[src/rtl/quadrature_decoder.sv]
`timescale 1ns/1ps
// -----------------------------------------------------------------------------
// quadrature_decoder
//
// Turns the raw A/B outputs of a rotary encoder into step strobes for the
// paddle position counter. Each channel is synchronised into the CLOCK domain
// and deglitched by a persistence filter. A small tracker FSM then follows the
// Gray-code sequence on the filtered pair and emits one COUNT_ENABLE pulse
// per valid step. A simultaneous change on both channels is reported on
// ERROR. The number of steps in each fixed-length window is published
// on SPEED.
//
// Parameters
//   SYNC_STAGES    synchroniser flops per channel (>= 2)
//   FILTER_CYCLES  cycles a changed input must persist before acceptance (>= 1)
//   WINDOW_CYCLES  speed measurement window length in clocks (>= 2)
//
// Ports
//   CLOCK         in   system clock, rising edge
//   RESET         in   asynchronous, active-high reset
//   ENC_A         in   raw encoder channel A (asynchronous)
//   ENC_B         in   raw encoder channel B (asynchronous)
//   COUNT_ENABLE  out  one-cycle pulse per accepted step
//   DIRECTION     out  1 = clockwise/up, 0 = counter-clockwise/down; holds
//                      the direction of the last step
//   SPEED         out  steps in the last completed window, saturated at 15
//   ERROR         out  one-cycle pulse when both channels changed together
// -----------------------------------------------------------------------------
module quadrature_decoder #(
   parameter int SYNC_STAGES   = 2,
   parameter int FILTER_CYCLES = 16,
   parameter int WINDOW_CYCLES = 500000
) (
   input  logic       CLOCK,
   input  logic       RESET,
   input  logic       ENC_A,
   input  logic       ENC_B,
   output logic       COUNT_ENABLE,
   output logic       DIRECTION,
   output logic [3:0] SPEED,
   output logic       ERROR
);

   // Settling covers the synchroniser plus one full filter period, so the
   // filtered pair already reflects the resting encoder position when it is
   // captured as the first "previous" value.
   localparam int SETTLE_LEN = SYNC_STAGES + FILTER_CYCLES + 1;
   localparam int SETTLE_W   = $clog2(SETTLE_LEN);
   localparam int FILT_W     = (FILTER_CYCLES > 1) ? $clog2(FILTER_CYCLES) : 1;
   localparam int WIN_W      = $clog2(WINDOW_CYCLES);

   localparam logic [SETTLE_W-1:0] SETTLE_LAST = SETTLE_W'(SETTLE_LEN - 1);
   localparam logic [FILT_W-1:0]   FILT_LAST   = FILT_W'(FILTER_CYCLES - 1);
   localparam logic [WIN_W-1:0]    WIN_LAST    = WIN_W'(WINDOW_CYCLES - 1);

   // Bit 1 carries channel A, bit 0 channel B, matching the {A, B} notation
   // used for the Gray-code sequence below.
   logic [1:0] raw;
   logic [1:0] filt;

   assign raw = {ENC_A, ENC_B};

   // --------------------------------------------------------------------------
   // Per-channel synchroniser and persistence filter
   // --------------------------------------------------------------------------
   for (genvar ch = 0; ch < 2; ch++) begin : g_chan
      logic [SYNC_STAGES-1:0] sync_q;
      logic                   filt_q;
      logic [FILT_W-1:0]      mis_cnt_q;
      logic                   sync_out;
      logic                   mismatch;

      assign sync_out = sync_q[SYNC_STAGES-1];
      assign mismatch = (sync_out != filt_q);

      always_ff @(posedge CLOCK or posedge RESET) begin
         if (RESET) begin
            sync_q <= '0;
         end else begin
            sync_q <= {sync_q[SYNC_STAGES-2:0], raw[ch]};
         end
      end

      // The counter holds the number of mismatch cycles already seen; the
      // FILTER_CYCLES-th consecutive mismatch is the one that finds it at
      // FILTER_CYCLES-1, so the new value is accepted on that same cycle.
      always_ff @(posedge CLOCK or posedge RESET) begin
         if (RESET) begin
            filt_q    <= 1'b0;
            mis_cnt_q <= '0;
         end else if (mismatch) begin
            if (mis_cnt_q == FILT_LAST) begin
               filt_q    <= sync_out;
               mis_cnt_q <= '0;
            end else begin
               mis_cnt_q <= mis_cnt_q + FILT_W'(1);
            end
         end else begin
            mis_cnt_q <= '0;
         end
      end

      assign filt[ch] = filt_q;
   end

   // --------------------------------------------------------------------------
   // Transition decode
   // --------------------------------------------------------------------------
   typedef enum logic {
      ST_SETTLE = 1'b0,
      ST_TRACK  = 1'b1
   } state_t;

   state_t              state_q;
   logic [SETTLE_W-1:0] settle_cnt_q;
   logic [1:0]          prev_q;
   logic [WIN_W-1:0]    win_cnt_q;
   logic [3:0]          acc_q;
   logic [3:0]          acc_d;
   logic                count_enable_q;
   logic                direction_q;
   logic                error_q;
   logic [3:0]          speed_q;

   logic [1:0]          cw_next;
   logic [1:0]          ccw_next;
   logic                step_cw;
   logic                step_ccw;
   logic                step;
   logic                illegal;
   logic                win_last;

   // Clockwise order is 00 -> 01 -> 11 -> 10 -> 00; the reverse order is the
   // same ring walked the other way. Anything that is neither a neighbour nor
   // the same code is the opposite corner, i.e. both channels moved.
   always_comb begin
      cw_next  = 2'b00;
      ccw_next = 2'b00;
      case (prev_q)
         2'b00: begin
            cw_next  = 2'b01;
            ccw_next = 2'b10;
         end
         2'b01: begin
            cw_next  = 2'b11;
            ccw_next = 2'b00;
         end
         2'b11: begin
            cw_next  = 2'b10;
            ccw_next = 2'b01;
         end
         default: begin
            cw_next  = 2'b00;
            ccw_next = 2'b11;
         end
      endcase

      step_cw  = (filt == cw_next);
      step_ccw = (filt == ccw_next);
      step     = step_cw | step_ccw;
      illegal  = (filt == ~prev_q);
      win_last = (win_cnt_q == WIN_LAST);

      // Saturating step accumulator; a step on the closing cycle still
      // lands in the window being closed.
      acc_d = acc_q;
      if (step && (acc_q != 4'hF)) begin
         acc_d = acc_q + 4'd1;
      end
   end

   // --------------------------------------------------------------------------
   // Tracker FSM with registered outputs and speed window
   // --------------------------------------------------------------------------
   always_ff @(posedge CLOCK or posedge RESET) begin
      if (RESET) begin
         state_q        <= ST_SETTLE;
         settle_cnt_q   <= '0;
         prev_q         <= 2'b00;
         win_cnt_q      <= '0;
         acc_q          <= 4'd0;
         count_enable_q <= 1'b0;
         direction_q    <= 1'b0;
         error_q        <= 1'b0;
         speed_q        <= 4'd0;
      end else begin
         count_enable_q <= 1'b0;
         error_q        <= 1'b0;

         case (state_q)
            ST_SETTLE: begin
               if (settle_cnt_q == SETTLE_LAST) begin
                  // The resting position becomes the reference, so it can
                  // never be mistaken for a step.
                  prev_q  <= filt;
                  state_q <= ST_TRACK;
               end else begin
                  settle_cnt_q <= settle_cnt_q + SETTLE_W'(1);
               end
            end

            ST_TRACK: begin
               prev_q <= filt;

               if (step) begin
                  count_enable_q <= 1'b1;
                  direction_q    <= step_cw;
               end
               error_q <= illegal;

               if (win_last) begin
                  speed_q   <= acc_d;
                  acc_q     <= 4'd0;
                  win_cnt_q <= '0;
               end else begin
                  acc_q     <= acc_d;
                  win_cnt_q <= win_cnt_q + WIN_W'(1);
               end
            end

            default: begin
               state_q <= ST_SETTLE;
            end
         endcase
      end
   end

   assign COUNT_ENABLE = count_enable_q;
   assign DIRECTION    = direction_q;
   assign SPEED        = speed_q;
   assign ERROR        = error_q;

endmodule

[config.mk]
export PLATFORM = sky130hd
export DESIGN_NAME = quadrature_decoder
export DESIGN_NICKNAME = d
export VERILOG_FILES = /design/src/rtl/quadrature_decoder.sv
export SDC_FILE = /design/constraint.sdc
export NUM_CORES = 1
export LEC_CHECK = 0
export ABC_CLOCK_PERIOD_IN_PS = 2200
export BUFFER_PORTS_ARGS = -buffer_cell sky130_fd_sc_hd__buf_2
export CORE_UTILIZATION = 25
export DETAILED_ROUTE_END_ITERATION = 8
export MAX_ROUTING_LAYER = met4
export PLACE_DENSITY = 0.48
export SYNTH_ARGS = -nofsm -noshare
export SYNTH_HDL_FRONTEND = slang
export SYNTH_SLANG_ARGS = --single-unit
[constraint.sdc]
create_clock -name CLOCK -period 2.2 [get_ports CLOCK]
set_input_delay 0.44 -clock CLOCK [delete_from_list [all_inputs] [get_ports CLOCK]]
set_output_delay 0.44 -clock CLOCK [all_outputs]
set_load 0.01 [all_outputs]
======== Word-level counts from Yosys, hierarchy flattened ========
Index checks and enable logic that the tools add are counted.
cells by class
  bitwise logic cells ..................... 4
  equal/unequal tests ..................... 13
  reduce and logical (&&, ||, !) cells .... 7
  add/subtract/negate cells ............... 5
  mux-type cells .......................... 16
operators with widths
  operator                 count
  $mux W4                  6
  $add A19 B1 Y19 const B  1
  $eq A19 B19 Y1 const B   1
  $mux W19                 1
  $add A4 B1 Y4 const B    3
  $pmux W2 S3              2
  $reduce_and A2 Y1        5
  $eq A4 B4 Y1 const B     2
  $eq A2 B2 Y1             3
  $add A5 B1 Y5 const B    1
  $eq A5 B5 Y1 const B     1
  $mux W1                  5
  $ne A4 B4 Y1 const B     1
  $pmux W2 S2              1
  $eq A2 B1 Y1 const B     1
  $eq A2 B2 Y1 const B     1
  $logic_not A2 Y1         1
  $mux W2                  1
  $ne A1 B1 Y1             2
  $ne A2 B2 Y1 const B     1
  $not A1 Y1               2
  $not A2 Y2               1
  $logic_and A1 B1 Y1      1
  $or A1 B1 Y1             1
storage, ports and cells
  register bits ........................... 52
  input port bits ......................... 4
  output and inout bits ................... 7

======== Longest topological paths before layout ========
  depth in word-level cells ............... 7
  mapped depth ............................ 6
  depth with buffers taken out ............ 6

======== Least setup slack after synthesis ========
No wires, ideal clock.
  path kind ............................... flip-flop to flip-flop
  start ................................... reg win_cnt_q[14]
  end ..................................... reg speed_q[0] (netlist: SPEED[0])
  clock period less this slack ............ 1.817 ns
  setup time .............................. 0.125 ns
  data arrival time ....................... 1.692 ns
  setup slack ............................. 0.383 ns
  cell stages (with the launch flop) ...... 6
  cells stage by stage .................... dfrtp_1 -> or4_1 -> nor3_2 -> nand2_2 -> nor2_4 -> mux2_2
between the ends
  cells in the longest elaborated chain, start to end .. 2
RTL lines
  item                         RTL line  text
  start: declaration           117       logic [WIN_W-1:0] win_cnt_q;
  start signal: assignment     217       win_cnt_q <= win_cnt_q + WIN_W'(1);
  $eq A19 B19 Y1               162       win_last = (win_cnt_q == WIN_LAST);
  $reduce_and A2 Y1 (no line)  -
  end signal: assignment       185       speed_q <= 4'd0;
  end signal: assignment       212       speed_q <= acc_d;
  end: declaration             123       logic [3:0] speed_q;
Every way passes these cells.
A chain may end at the register's enable or synchronous reset.

======== Worst setup path in the final report ========
Ends and elaborated chain as after synthesis.

==> metrics.cfg <==
[outcome]
status = completed

[sta]
skew_ns = 0.006740
finalSetupViolations = 0
hold_viol_final = 0
slew_viol_final = 0
max_freq_mhz = 505.1
layout_min_cycle_time_ns = 1.980
slew_headroom_pct = 64.15
hold_slack_ns = 0.1613
min_period_over_period_pct = 89.99
totalNegativeSetupSlack_ns = 0
worstMarginPinSlew_ns = 0.5328
fin_ws_ns = 0.2203
rsz0062_at_grt = no

[grt]
antenna_found_initial = 0
overflow = 0
use_met3_pct = 2.298
grt_util_met2_pct = 13.96
top_usage_layer = met2
grt.total_usage_pct = 10.01
grt_pass1_wl_mm = 7.590
grt_pass1_vias = 1580
grt_max_degree = 53
met1_usage_pct = 13.70

[place]
placed_cells = 354
numPortBuffers = 10
placed_area_um2 = 2668
gp_congestion = 0.8124
pre_cts_ws_ns = 0.2130
hpwl_mm = 2.889

[drt]
drt_wl_total_mm = 4.220
drcViolationCount = 0
ant_nets = 0
vias = 1564
via_per_inst = 4.320
drtIter0Drc = 87
first_pass_iters = 4
wl_per_cell_um = 11.66

[clocking]
clk_path_buf_depth = 2
path_clk_slew_ns = 0.10
htree_levels = 2
cts_hold_buffers = 0
numCtsBuffers = 5
clkLatencyLatePin_ns = 0.31
cts_num_sinks = 52
cts_tree = built
root_buffer = clkbuf_8
cts_setup_buffers = 0
cts_resized = 0

[floorplan]
pin_count = 11
rows = 35
dieArea_um2 = 10060
die_w_um = 100.3
start_util_pct = 26.01
fp.dieH_um = 100.3
core_um2 = 9284

[yosys]
yosysWarnings = 0
synth_nets = 222
post_synth_inst_count = 212
syn_area_um2 = 2415
yosys_register_bits = 52
synth.distinct_cells = 40
synth_area_per_cell_um2 = 11.39
yosysSeqAreaShare_pct = 53.89

[power_and_ir_drop]
p_per_area_nw_per_um2 = 612.6
fin_total_pwr_mw = 1.702
p_leak_nw = 1.235
ir_worst_vdd_v = 0.0003276

[worst_setup_path]
cp_max_fo = 6
required_ns = 2.40
endpoint_kind = flip-flop
cp-startpoint = win_cnt_q[14]
critPathLaunchType = flip-flop
worstPathArrival_ns = 2.18
r2r-start = win_cnt_q[14]
worst-setup-path-type = flip-flop to flip-flop

[finish]
final_common_cell = dfrtp_1
num-nets-final = 242
fin_util_pct = 29.93
instances_no_fill = 362
layout_common_cells = dfrtp_1, xnor2_1, nand2_1, nand3_1, nor2_1
drive_above_1_share_pct = 18.03
syn2layout_area_growth_pct = 15.08
antenna_cells = 0
postLayoutCellArea_um2 = 2779

[hold_path]
hp-class = input port to async pin

[job]
max_cap_violations = 0

[sequential cells by signal, indices dropped and copies added (netlist names)]
signal / flops
COUNT_ENABLE: 1
DIRECTION: 1
ERROR: 1
SPEED: 4
acc_q: 4
g_chan.filt_q: 2
g_chan.mis_cnt_q: 8
g_chan.sync_q: 4
prev_q: 2
settle_cnt_q: 5
state_q: 1
win_cnt_q: 19
[cells in the mapped netlist, drive strengths merged]
master    n  area share (%)
a21o      4             1.3
dfrtp    52              54
buf       1            0.21
a31oi     1            0.26
and3      3            0.78
nor4      5             1.3
nand4b    3             1.1
mux2      8             4.0
ha        6             3.1
nor2b     3            0.78
mux2i     2            0.83
nand2    15             2.5
and4      2            0.73
nor2     13             2.3
and2      5             1.3
or4       1            0.31
xnor2    25             9.7
nand2b    1            0.26
o21ai     9             1.9
inv       8             1.2
nand4     8             2.1
o21ba     1            0.41
a22o      1            0.36
a311oi    2            0.73
nand3    13             2.7
nor4bb    2            0.83
nand4bb   1            0.47
a21oi     9             1.9
nor3      3            0.83
clkbuf    1            0.16
nor3b     1            0.31
xor2      3             1.4
[where the power goes]
| group | internal [mW] | total [mW] | switching, mW |
|---|---|---|---|
| sequential | 0.970 | 0.984 | 0.0140 |
| clock | 0.337 | 0.664 | 0.327 |
| combinational | 0.0222 | 0.0547 | 0.0325 |
[worst paths after layout]
check | endpoint | slack, ns | depth (start not counted)
min in group CLOCK | g_chan[1].sync_q[0] | 0.23 | 1
max in group asynchronous | win_cnt_q[6] | 1.81 | 3
min reg2reg | g_chan[0].sync_q[1] | 0.36 | 0
min | settle_cnt_q[4] | 0.16 | 3
max | SPEED[0] | 0.22 | 5
max reg2reg | SPEED[0] | 0.22 | 5
[routing by layer]
metal / routed length, um / share of wire [%]
met1: 2167 / 51
met2: 1871 / 44
met3: 137 / 3.2
met4: 43 / 1.0
met5: 0 / 0
[logic make-up after synthesis]
group	after synthesis	synth area share, %
flops	52	53.89
mux	10	4.870
xor+xnor	28	11.09
compound gates	27	6.788
fa+ha+maj	6	3.109
buf+inv	10	1.606
simple gates	79	18.65
[area by class of cell]
| cell class | count | area (um2) |
|---|---|---|
| fillers | 991 | 6505 |
| flip-flops and latches | 52 | 1301 |
| multi-input cells | 150 | 1075 |
| well taps | 129 | 161.4 |
| repair buffers | 15 | 100.1 |
| clock buffers | 5 | 68.82 |
| clock inverters | 3 | 42.54 |
| inverters | 8 | 30.03 |
[worst max-delay path, cell delays in order (launching register included)]
cell and delay [ns]:
dfrtp_1 0.42, or4_1 0.54, nor3_2 0.21, nand2_2 0.15
nor2_4 0.19, mux2_2 0.35
(Power assumes the default switching activity.)
